<file path="config.mk">
export PLATFORM = sky130hd
export DESIGN_NAME = wfg_drive_pwm
export DESIGN_NICKNAME = d
export VERILOG_FILES = /design/src/rtl/wfg_drive_pwm.sv
export SDC_FILE = /design/constraint.sdc
export NUM_CORES = 1
export LEC_CHECK = 0
export ABC_AREA = 1
export BUFFER_PORTS_ARGS = -buffer_cell sky130_fd_sc_hd__buf_4
export CELL_PAD_IN_SITES_DETAIL_PLACEMENT = 2
export CELL_PAD_IN_SITES_GLOBAL_PLACEMENT = 2
export CORE_AREA = 4 4 131 133
export CTS_CLUSTER_SIZE = 16
export DETAILED_ROUTE_END_ITERATION = 12
export DIE_AREA = 0 0 135 137
export PLACE_DENSITY = 0.73
export SLEW_MARGIN = 10
export SYNTH_ARGS = -nofsm -noshare
export SYNTH_HDL_FRONTEND = slang
export SYNTH_SLANG_ARGS = --single-unit
</file>
<file path="constraint.sdc">
create_clock -name wb_clk_i -period 1.9 [get_ports wb_clk_i]
set_clock_uncertainty 0.2 [all_clocks]
set_input_delay 0.38 -clock wb_clk_i [delete_from_list [all_inputs] [get_ports wb_clk_i]]
set_output_delay 0.38 -clock wb_clk_i [all_outputs]
set_load 0.1 [all_outputs]
</file>
<file path="src/rtl/wfg_drive_pwm.sv">
// wfg_drive_pwm: turns each AXI-Stream sample into the duty value of one PWM
// period on a single pin. A one-entry skid buffer sits between the stream and
// the period timer, so the next sample can be fetched while a period runs.
// If no sample is waiting at a period boundary, the last duty repeats and a
// saturating underrun counter advances.
//
//   state | meaning
//   IDLE  | no period running, pin parked at inactive level
//   RUN   | periods running, buffer consumed at each boundary
module wfg_drive_pwm #(
  parameter int CNT_W = 16
) (
  input  logic             wb_clk_i,
  input  logic             wb_rst_i,
  input  logic             ctrl_en_q_i,
  input  logic [CNT_W-1:0] cfg_period_q_i,
  input  logic             cfg_pol_q_i,
  output logic             wfg_axis_tready_o,
  input  logic             wfg_axis_tvalid_i,
  input  logic [31:0]      wfg_axis_tdata_i,
  output logic             pwm_o,
  output logic             busy_o,
  output logic [CNT_W-1:0] underrun_cnt_o
);

  localparam logic [CNT_W-1:0] ONE = {{(CNT_W-1){1'b0}}, 1'b1};

  typedef enum logic {
    S_IDLE = 1'b0,
    S_RUN  = 1'b1
  } state_t;

  state_t           state_q, state_d;
  logic             buf_valid_q, buf_valid_d;
  logic [CNT_W-1:0] buf_data_q, buf_data_d;
  logic [CNT_W-1:0] cnt_q, cnt_d;
  logic [CNT_W-1:0] duty_q, duty_d;
  logic [CNT_W-1:0] period_q, period_d;
  logic             pwm_q, pwm_d;
  logic [CNT_W-1:0] under_q, under_d;
  logic             xfer;

  // Sample bits above the duty width carry no meaning for this block.
  logic unused_tdata_hi;
  assign unused_tdata_hi = ^wfg_axis_tdata_i[31:CNT_W];

  // No bypass: a boundary consuming the buffer keeps tready low that cycle.
  assign wfg_axis_tready_o = ctrl_en_q_i & ~buf_valid_q & ~wb_rst_i;
  assign xfer              = wfg_axis_tvalid_i & wfg_axis_tready_o;

  assign pwm_o          = pwm_q;
  assign busy_o         = (state_q == S_RUN);
  assign underrun_cnt_o = under_q;

  // Next-state, buffer, period timer and output level.
  always_comb begin
    state_d     = state_q;
    buf_valid_d = buf_valid_q;
    buf_data_d  = buf_data_q;
    cnt_d       = cnt_q;
    duty_d      = duty_q;
    period_d    = period_q;
    pwm_d       = pwm_q;
    under_d     = under_q;

    if (!ctrl_en_q_i) begin
      // Disable flushes the buffer but keeps the underrun history.
      state_d     = S_IDLE;
      buf_valid_d = 1'b0;
      cnt_d       = '0;
      pwm_d       = cfg_pol_q_i;
    end else begin
      if (xfer) begin
        buf_valid_d = 1'b1;
        buf_data_d  = wfg_axis_tdata_i[CNT_W-1:0];
      end
      case (state_q)
        S_IDLE: begin
          cnt_d = '0;
          pwm_d = cfg_pol_q_i;
          if (buf_valid_q) begin
            state_d     = S_RUN;
            duty_d      = buf_data_q;
            period_d    = cfg_period_q_i;
            buf_valid_d = 1'b0;
          end
        end
        S_RUN: begin
          pwm_d = (cnt_q < duty_q) ^ cfg_pol_q_i;
          if (cnt_q == period_q) begin
            cnt_d    = '0;
            period_d = cfg_period_q_i;
            if (buf_valid_q) begin
              duty_d      = buf_data_q;
              buf_valid_d = 1'b0;
            end else if (under_q != {CNT_W{1'b1}}) begin
              under_d = under_q + ONE;
            end
          end else begin
            cnt_d = cnt_q + ONE;
          end
        end
        default: state_d = S_IDLE;
      endcase
    end
  end

  // State and datapath registers with synchronous reset.
  always_ff @(posedge wb_clk_i) begin
    if (wb_rst_i) begin
      state_q     <= S_IDLE;
      buf_valid_q <= 1'b0;
      buf_data_q  <= '0;
      cnt_q       <= '0;
      duty_q      <= '0;
      period_q    <= '0;
      pwm_q       <= 1'b0;
      under_q     <= '0;
    end else begin
      state_q     <= state_d;
      buf_valid_q <= buf_valid_d;
      buf_data_q  <= buf_data_d;
      cnt_q       <= cnt_d;
      duty_q      <= duty_d;
      period_q    <= period_d;
      pwm_q       <= pwm_d;
      under_q     <= under_d;
    end
  end

endmodule

</file>
==> results of run 1 <==
[cell usage after synthesis]
cell,number,area (um^2)
o21ai_0,22,110
dfxtp_1,83,1660
nor2_2,12,75.1
nand3_4,2,35.0
inv_2,8,30.0
a211oi_1,1,7.51
ha_1,17,213
buf_1,2,7.51
nand4_1,18,113
buf_4,1,7.51
inv_1,72,270
buf_2,7,35.0
nor2_4,3,33.8
nor2_1,161,604
nor3b_1,4,30.0
and3_1,1,6.26
nand3_1,11,55.1
buf_6,5,56.3
a31oi_1,2,12.5
nor3_1,12,60.1
a21oi_1,15,75.1
nand2_1,172,646
and2_1,1,6.26
nand4_2,1,12.5
clkbuf_1,4,15.0
nand2_2,2,12.5
nand2_4,2,22.5
xor2_1,2,17.5
[critical path, delay by kind of cell, from the launching register on]
kind / cells / cell delay [ps]
AND/OR/NAND/NOR: 11 / 1180
buffers and inverters: 2 / 300
flip-flops: 1 / 350
[timing repair]
action	CTS	global route
setup endpoints to repair	52	64
cloned	1	4
resized for setup	43	148
pin swaps	9	52
setup buffers	9	7
[metrics by stage]
stage	utilization (%)	instances	setup TNS, ps	instance area (um^2)	hold slack, ps
4_1_cts	36.8	967	-54.1	5820	47.3
5_1_grt	40.9	977	-15360	6470	59.7
2_1_floorplan	-	643	-6.30	4350	255
3_3_place_gp	33.5	941	0	5300	271
3_5_place_dp	33.5	941	-1930	5300	284
6_report	40.9	977	-7230	6470	34.1
[metal layers]
layer / routed length, um / up-vias / track usage (%)
li1: - / 2206 / -
met1: 7010 / 2291 / 16.1
met2: 10600 / 59 / 34.7
met3: 386 / 35 / 2.43
met4: 575 / 0 / 4.82
met5: 0 / - / 0
[worst max-delay path by stage]
| stage | end | slack (ps) | cells after the start |
|---|---|---|---|
| 3_5_place_dp | cnt_q[12]$_SDFF_PP0_ | -140 | 10 |
| 5_1_grt | duty_q[8]$_SDFFE_PP0P_ | -330 | 13 |
| 3_3_place_gp | cnt_q[6]$_SDFF_PP0_ | 20 | 11 |
| 2_1_floorplan | underrun_cnt_o[12]$_SDFFE_PP0P_ | -6 | 10 |
| 6_report | duty_q[8]$_SDFFE_PP0P_ | -210 | 13 |
| 4_1_cts | cnt_q[10]$_SDFF_PP0_ | -20 | 9 |
[sequential cells by signal, summed over array words and instances (netlist names)]
| register | flops |
|---|---|
| period_q | 16 |
| buf_data_q | 16 |
| buf_valid_q | 1 |
| cnt_q | 16 |
| underrun_cnt_o | 16 |
| duty_q | 16 |
| pwm_o | 1 |
| busy_o | 1 |
[layout by cell type, fill, tap and decap left out, types with 6 or more instances in the layout]
master     count
nand4_1       18
nor2_1       143
nor2_2        19
buf_4        107
inv_1         53
nand2_1      115
nor3_1         6
ha_1           7
nand2_4       16
nor2_4        14
dfxtp_4       16
a21oi_1       10
clkbuf_16     14
inv_2         24
dfxtp_1       39
dfxtp_2       28
o21ai_0       18
nand2_2       45
ha_4           9
[power by group]
group	switching, mW	internal, mW
logic	0.344	0.245
clock network	0.797	1.22
registers	0.0328	1.77
total	1.17	3.24
[cell families (layout without fill, tap and decap cells)]
group,count (synthesis),after routing,synth area share [%]
buffers and inverters,99,217,9.97
adder cells (fa/ha/maj),17,17,5.03
XOR/XNOR,2,2,0.414
flip-flops,83,83,39.3
AND/OR/NAND/NOR,402,402,40.5
AO/OA/AOI/OAI,40,40,4.85
[cell type report]
class,instances,area (um^2)
clock buffer,12,256
clock inverter,4,72.6
fill,1806,9360
inverter,80,310
multi-input combinational,461,2730
sequential,83,1760
tap,216,270
timing repair buffer,121,1070
==> impl_results.md, run 1 <==
* Hold path depth at 3
* Crit path launch: period_q[8]$_SDFFE_PP0P_
* Worst hold endpoint: period_q[4]$_SDFFE_PP0P_
* Reg2Reg Depth at 13
* Clock Path Buffers at 2
* Syn_area_per_cell at between 6 and 7 um^2
* Slew @ Worst Pin at 575 ps
* Post-synthesis cell count at ~640
* Num CTS Buffers at 9
* CP startpoint kind: flip-flop
* Number of detailed-route iterations in the first pass at 4
* Pwr dens at 682 nW/um^2
* Largest net degree at the start of global routing at 46
* First-pass GRT wire length at between 20 and 25 mm
* DR vias at about 4,600
* Mapped Nets at 713
* RSZ-0062 raised after global routing: yes
* HP Start: cfg_period_q_i[4]
* Post-Place Setup Slack at -135 ps
* Total GRT Usage at 16.4%
* Area growth, synth to finish at 52.9%
* Vias in the first global route at 5,101
* Final WS setup at -209 ps
* Worst VDD drop at 412 uV
* Cell Chain, Critical Path: inv_1, nand2_1, nand2_1, nor2_2, nand2_2, nor2_4, nand2_4, nand2_4, nand3_4, clkbuf_16, nand2_1, nand2_1, nor2_1
* Post-DRT Antenna Nets at 0
* CP max stage delay at ~350 ps
* # IOs at between 70 and 80
* Routed wire per std cell at 19.0 um
* Post-layout min period at between 2000 and 2500 ps
* Die area at between 15,000 and 20,000 um^2
* # setup viols final at between 60 and 70
* Hold_buf cts at 0
* Sink Count at 83
* Total gr overflow at 0
* DRT Wirelength at 18.6 mm
* CP dominant cell by count: nand2_1
* Hold Vio Cnt, Final at 0
* Critical R2R Launch: period_q[8]$_SDFFE_PP0P_
* 1st-iter DRT viols at 126
* Synth Register Bits at 83
* Critical-path maximum fanout at 6
* Layout cells sized above 1 at between 40% and 50%
* Placer Congestion at 0.793
* Critical path arrival at between 2000 and 2500 ps
* R2r endpoint: duty_q[8]$_SDFFE_PP0P_
* Max Clk Rate at 474 MHz
* CTS root buffer: clkbuf_16
* Synthesized area at 4230 um^2
* Synth unique cells at 28
* Worst setup path class: reg2reg
* Relative slew margins at ~62%
* Register area share after synthesis at between 30% and 40%
* Max Slew Vio Count at 0
* Worst R2R Setup Slack at -210 ps
* LEAKAGE at 2.94 nW
* Fin crit share at 111%
* Height of the die at between 100 and 150 um
* Yosys Warn Count at 0
* Status: finished with violations
* Fin nets at around 830
* Worst-path clk slew at around 70 ps
* Row count at 46
* Initial Utilization at a little over a quarter
* Total power at about 4.4 mW
* MaxCap Viol Count at 0
* H-tree depth at 3
* CTS tree: yes
* Core area at 15,800 um^2
* Vias per cell at about 4.7
* IO Port Bufs at 55
* Worst hold path type: in2reg
* Worst-Skew Late Latency at approximately 350 ps
* Slowest CP cell: dfxtp_1
* DIE WIDTH at about 140 um
* DP Wirelength at about 11 mm
* Setup crit end kind: flip-flop
* Worst EP required at between 1500 and 2000 ps
* Failing checks: negative setup slack
* DRC at 0
* Initial antenna violation count at 0
* # diodes at 0
Note: power is estimated with default switching activity, not from simulation.
==> inputs of run 2 (changes only) <==
--- a/config.mk
+++ b/config.mk
@@ -14,6 +14,7 @@
 export DETAILED_ROUTE_END_ITERATION = 12
 export DIE_AREA = 0 0 135 137
 export PLACE_DENSITY = 0.73
+export SETUP_SLACK_MARGIN = 0.15
 export SLEW_MARGIN = 10
 export SYNTH_ARGS = -nofsm -noshare
 export SYNTH_HDL_FRONTEND = slang
==> run 2 against run 1 <==
Compared with the run above: the flow still finishes with violations (negative setup slack); via count down 2.5%; utilization decreased by 1.5 points; clock-buffer cell count fell by 1; non-clock buffer count down 10; flip-flop and latch count did not move; die area is the same; fmax is 7.9% higher; sequential share of layout area increased by 0.91 points; worst hold slack improved by 21 ps; worst setup slack better by 150 ps; critical path type unchanged; critical endpoint is now duty_q[13]$_SDFFE_PP0P_; largest cell class unchanged.
==> impl_results.md, run 2 (synthesis results as in run 1) <==
* Int Power at 3.00 mW
* Worst-Skew Late Latency at approximately 350 ps
* Fin crit share at 103%
* Layout cells sized above 1 at about two fifths
* Clock Path Buffers at 2
* Slew @ Worst Pin at a little under 700 ps
* Area growth, synth to finish at 47.4%
* CTS root buffer: clkbuf_16
* Register area at between 1500 and 2000 um^2
* Post-Route Utilization at between 30 and 40%
* Worst R2R Setup Slack at -50 ps
* Worst EP required at ~2000 ps
* P_sw at roughly 1.1 mW
* # setup viols final at 7
* Total GRT Usage at 16.4%
* First-pass GRT wire length at 24.1 mm
* DR top layer: met4
* 1st-iter DRT viols at 112
* Met3 Wirelength at around 300 um
* Comb pwr share at 12.6%
* Met1 wire length at about 6 mm
* DIE WIDTH at 135 um
* Routed wire per std cell at about 16 um
* Setup crit end kind: flip-flop
* Post-Place Setup Slack at -150 ps
* Max Clk Rate at 512 MHz
* # IOs at 72
* WL met2 at 9.16 mm
* MaxCap Viol Count at 0
* Relative slew margins at between 50% and 60%
* CTS tree: yes
* Worst-path clk slew at 70 ps
* Max Slew Vio Count at 0
* Hold Vio Cnt, Final at 0
* Number of detailed-route iterations in the first pass at 4
* # diodes at 0
* DP Wirelength at between 10 and 15 mm
* Row count at 46
* Sw Share at between 20% and 30%
* Total negative slack at -145 ps
* Initial antenna violation count at 0
* DRT Wirelength at approximately 16 mm
* Post-layout min period at slightly below 2000 ps
* CP startpoint kind: flip-flop
* Multi-input logic area at ~2700 um^2
* Status: finished with violations
* Pwr dens at around 660 nW/um^2
* Worst VDD drop at between 400 and 500 uV
* H-tree depth at 3
* Min Hold Slack at ~55 ps
* IO Port Bufs at 55
* Final WS setup at -54.8 ps
* Crit path launch: cnt_q[3]$_SDFF_PP0_
* Height of the die at 137 um
* LEAKAGE at around 2.8 nW
* Most common cell after layout, fill and taps aside: nand2_1
* RSZ-0062 raised after global routing: yes
* Vias in the first global route at between 5,000 and 6,000
* Num CTS Buffers at 9
* Core area at 15,800 um^2
* Critical R2R Launch: cnt_q[3]$_SDFF_PP0_
* Worst hold path type: in2reg
* Failing checks: negative setup slack
* Initial Utilization at a little over a quarter
* Reg2Reg Depth at 13
* DRC at 0
* Placer Congestion at between 0.8 and 0.9
* Sink Count at 83
* Worst setup path class: reg2reg
* Last element of the critical path: duty_q[13]$_SDFFE_PP0P_
* R2r endpoint: duty_q[13]$_SDFFE_PP0P_
* Die area at 18,500 um^2
* Largest net degree at the start of global routing at 49
* Total power at 4.11 mW
* Total gr overflow at 0
* Fin nets at roughly 820
* Hold path depth at 3
* Hold_buf cts at 0
* Seq pwr share at between 40% and 50%
* Layout fillers at about 1,800
* Clock Power Share at 43.7%
* Post-DRT Antenna Nets at 0
* DR vias at between 4,000 and 5,000
* Critical-path maximum fanout at 13
* Vias per cell at roughly 4.6
* Critical path arrival at approximately 2000 ps
* Most frequent cells in the layout: nand2_1 (145), nor2_1 (127), buf_4 (99), inv_1 (62), dfxtp_1 (42)
==> run 2: how the worst min path moves through the flow <==
| stage | end | from |
|---|---|---|
| 2_1_floorplan | buf_data_q[1]$_SDFFE_PP0P_ | buf_data_q[1]$_SDFFE_PP0P_ |
| 3_3_place_gp | buf_data_q[1]$_SDFFE_PP0P_ | buf_data_q[1]$_SDFFE_PP0P_ |
| 3_5_place_dp | buf_data_q[1]$_SDFFE_PP0P_ | buf_data_q[1]$_SDFFE_PP0P_ |
| 4_1_cts | period_q[7]$_SDFFE_PP0P_ | cfg_period_q_i[7] |
| 5_1_grt | period_q[3]$_SDFFE_PP0P_ | cfg_period_q_i[3] |
| 6_report | period_q[4]$_SDFFE_PP0P_ | cfg_period_q_i[4] |
==> run 2: per-stage QoR <==
step | instances | instance area, um^2
2_1_floorplan | 643 | 4380
3_3_place_gp | 941 | 5320
3_5_place_dp | 941 | 5320
4_1_cts | 961 | 5890
5_1_grt | 967 | 6240
6_report | 967 | 6240
==> run 2: timing repair <==
action / in CTS / in global routing
buffers inserted: 2 / 6
cloned: 2 / 0
gates resized for setup: 70 / 88
pin swaps: 20 / 29
setup endpoints to repair: 67 / 67
==> run 2: area by class of cell <==
class,instances,share of cell area [%]
clock buffer,11,3.73
clock inverter,5,0.863
inverter,80,5.12
multi-input combinational,461,42.6
sequential,83,28.1
tap,216,4.33
timing repair buffer,111,15.3
==> run 2: power by group through the flow <==
stage / clock network, mW / logic (mW) / registers (mW)
after floorplan: 0 / 0.254 / 1.85
after global placement: 0 / 0.422 / 1.84
after detailed placement: 0 / 0.443 / 1.84
after CTS: 1.83 / 0.475 / 1.80
after global routing: 1.92 / 0.571 / 1.80
final: 1.80 / 0.518 / 1.80
==> run 2: routing by layer <==
| metal | vias up | global-route usage (%) |
|---|---|---|
| met5 | - | 0 |
| met4 | 0 | 6.72 |
| li1 | 2194 | - |
| met2 | 47 | 32.6 |
| met1 | 2212 | 17.0 |
| met3 | 23 | 2.68 |
==> run 2: critical path: stages (launching register included) <==
cell and delay (ps):
dfxtp_4 370, inv_2 40, nand2_1 60, nand2_1 60, nor2_2 110, nand2_2 90, nor2_4 190, nand2_4 100
nand2_4 90, nand3_4 100, buf_12 170, nand2_1 60, nand2_1 80, nor2_1 160
==> inputs of run 3 (changes only) <==
--- a/config.mk
+++ b/config.mk
@@ -5,15 +5,14 @@
 export SDC_FILE = /design/constraint.sdc
 export NUM_CORES = 1
 export LEC_CHECK = 0
-export ABC_AREA = 1
 export BUFFER_PORTS_ARGS = -buffer_cell sky130_fd_sc_hd__buf_4
 export CELL_PAD_IN_SITES_DETAIL_PLACEMENT = 2
 export CELL_PAD_IN_SITES_GLOBAL_PLACEMENT = 2
-export CORE_AREA = 4 4 131 133
+export CORE_AREA = 4 4 120 122
 export CTS_CLUSTER_SIZE = 16
 export DETAILED_ROUTE_END_ITERATION = 12
-export DIE_AREA = 0 0 135 137
-export PLACE_DENSITY = 0.73
+export DIE_AREA = 0 0 124 126
+export PLACE_DENSITY = 0.7
 export SETUP_SLACK_MARGIN = 0.15
 export SLEW_MARGIN = 10
 export SYNTH_ARGS = -nofsm -noshare
==> run 3 against run 2 <==
Compared with the run above: the flow still finishes with violations (negative setup slack); routed wire length is 14% lower; via count decreased by 22%; final cell count down 24%; die area fell by 16%; flip-flop and latch count stayed put; utilization grew 5.2 points; global-route usage up 1.3 points; critical endpoint is now pwm_o$_SDFF_PP0_; largest cell class unchanged; critical path type unchanged; critical path depth fell by 5; synthesized area shrank 7.5%; clock power hardly changed; largest power group is now the clock network; sequential share of layout area increased by 1.6 points.
==> impl_results.md, run 3 <==
* GR Layer Usage met1 at between 20 and 25%
* Worst VDD drop at roughly 420 uV
* Routed wire per std cell at 18.4 um
* Worst-path clk slew at ~70 ps
* Max Slew Vio Count at 0
* LEAKAGE at roughly 2.5 nW
* Hold Vio Cnt, Final at 0
* Setup crit end kind: flip-flop
* Buf/Inv on CP at 1
* Initial Utilization at between 20% and 30%
* Number of detailed-route iterations in the first pass at 4
* Fin nets at 625
* Failing checks: negative setup slack
* DRT Wirelength at 13.5 mm
* Total power at around 4 mW
* Status: finished with violations
* H-tree depth at 3
* First-pass GRT wire length at roughly 22 mm
* Critical path arrival at ~2400 ps
* Number of flops mapped to enable cells by yosys at 0
* MaxCap Viol Count at 0
* 1st-iter DRT viols at slightly above 100
* Initial antenna violation count at 0
* Max Clk Rate at between 400 and 500 MHz
* CTS root buffer: clkbuf_16
* Pwr dens at slightly below 700 nW/um^2
* Async S/R FF share, synth at 0%
* Register area share after synthesis at a little over two fifths
* Fin crit share at 124%
* DR vias at 3,469
* Height of the die at between 100 and 150 um
* Layout cells sized above 1 at between 40% and 50%
* Synth Register Bits at between 80 and 90
* CTS tree: yes
* Post-layout min period at approximately 2400 ps
* # diodes at 0
* Reg2Reg Depth at 8
* Placer Congestion at between 0.8 and 0.9
* Synthesized area at just under 4000 um^2
* Relative slew margins at 55.8%
* Gr busiest metal: met2
* Num CTS Buffers at 9
* Total gr overflow at 0
* Area growth, synth to finish at 50.4%
* Clock Path Buffers at 2
* # setup viols final at 53
* Mapped Nets at 500
* Met3 global-route usage at between 2 and 2.5%
* CP startpoint kind: flip-flop
* Vias in the first global route at between 3,000 and 4,000
* Largest net degree at the start of global routing at 47
* Post-synthesis cell count at 430
* Die area at between 15,000 and 20,000 um^2
* Synth top cells by count: dfxtp_1 (83), nor2_1 (72), nand2_1 (48)
* Most common cell after layout, fill and taps aside: buf_4
* Met2 GRT Util at 30.6%
* Top-count cell post-synth: dfxtp_1
* CP Depth at 8
* Post-Place Setup Slack at -448 ps
* Cell Chain, Critical Path: buf_4, ha_1, a21oi_1, nor2_1, a211oi_2, o21ai_1, a2111oi_2, mux2_1
* Final WS setup at -464 ps
* Critical-path maximum fanout at 3
* Vias per cell at 4.71
* DIE WIDTH at around 120 um
* Sink Count at 83
* Synth Flop Type: dfxtp_1
* Post-DRT Antenna Nets at 0
* IO Port Bufs at 55
* Total GRT Usage at around 18%
* Crit path launch: cnt_q[9]$_SDFF_PP0_
* Synth top area share at between 40% and 50%
* # IOs at a little over 70
* RSZ-0062 raised after global routing: yes
* Hold path depth at 3
* Row count at 42
* DRC at 0
* Cell family with most CP delay: compound AO/OA/AOI/OAI gates
* Hold_buf cts at 0
* Syn_area_per_cell at 9.10 um^2
* Core area at between 10,000 and 15,000 um^2
* Synth unique cells at 42
* Worst-Skew Late Latency at between 300 and 400 ps
* Critical R2R Launch: cnt_q[9]$_SDFF_PP0_
* Most frequent cells in the layout: buf_4 (109), nor2_1 (69), dfxtp_1 (52), nand2_1 (44), mux2i_1 (25)
* DP Wirelength at around 8.3 mm
* Top post-synthesis cells by area: dfxtp_1 (42%), mux2i_1 (8.4%), nor2_1 (6.9%)
* Worst EP required at around 1900 ps
* Worst setup path class: reg2reg
* HP Start: cfg_period_q_i[6]
* CP max stage delay at ~360 ps
* Slowest CP cell: mux2_1
* Slew @ Worst Pin at ~660 ps
* Yosys Warn Count at 0
* Cell taking the most area after synthesis: dfxtp_1
* Worst hold path type: in2reg
-- run 3: cell types whose count changed after synthesis, moves of 8 or more --
cell / change
mux2i_1: +33
nor2_1: -89
nand2_1: -124
a21oi_1: +9
o21ai_0: -18
inv_2: -8
xnor2_1: +13
nor3_1: -8
inv_1: -53
nor2_2: -12
xor2_1: +23
clkbuf_1: +8
nand4_1: -9
-- run 3: stage by stage --
step           TNS [ps]  cells  hold WS, ps  util, %  cell area (um^2)
6_report         -16640    736         76.0     44.6              5880
5_1_grt          -23000    736         89.6     44.6              5880
4_1_cts          -14990    730         67.3     43.6              5750
3_5_place_dp     -12620    700          258     38.4              5060
3_3_place_gp     -11420    700          248     38.4              5060
2_1_floorplan    -10850    430          236        -              4150
-- run 3: repair_timing --
action,in CTS,in global routing
gates cloned,3,0
resized for setup,57,20
setup endpoints to repair,67,67
setup buffers,11,6
hold endpoints to repair,0,0
pin swaps,30,10
-- run 3: path summary, 6_finish.rpt --
kind                                      end  slack, ps
setup / recovery             pwm_o$_SDFF_PP0_       -460
hold / removal       period_q[6]$_SDFFE_PP0P_         80
setup reg to reg             pwm_o$_SDFF_PP0_       -460
hold reg to reg   buf_data_q[12]$_SDFFE_PP0P_        260
-- run 3: final cells by class --
cell class,count,area [um^2]
Clock buffer,13,283
Clock inverter,3,16.3
Fill cell,1371,7310
Inverter,19,71.3
Multi-Input combinational cell,311,2420
Sequential cell,83,1740
Tap cell,176,220
Timing Repair Buffer,131,1130
-- run 3: cells by family (layout without fill, tap and decap cells) --
family	after synthesis	in the layout	synth area share [%]
xor+xnor	38	38	8.51
mux	37	37	9.60
simple gates	179	180	23.2
flops	83	83	42.5
buf+inv	37	166	4.54
compound gates	39	39	6.24
fa+ha+maj	17	17	5.44
-- run 3: per-layer routing --
layer / up-vias / wire length [um]
li1: 1691 / -
met1: 1706 / 5890
met2: 55 / 6950
met3: 17 / 345
met4: 0 / 328
met5: - / 0
-- run 3: power by group --
| part | leakage (nW) | total (mW) | switching, mW | internal, mW |
|---|---|---|---|---|
| sequential | 0.691 | 1.76 | 0.0188 | 1.74 |
| combinational | 1.65 | 0.506 | 0.256 | 0.251 |
| clock | 0.150 | 1.78 | 0.736 | 1.04 |
| total | 2.49 | 4.05 | 1.01 | 3.04 |
-- run 3: worst min-delay path, stage by stage --
cell and delay (ps):
buf_4 80, mux2i_1 50, nor2_1 70
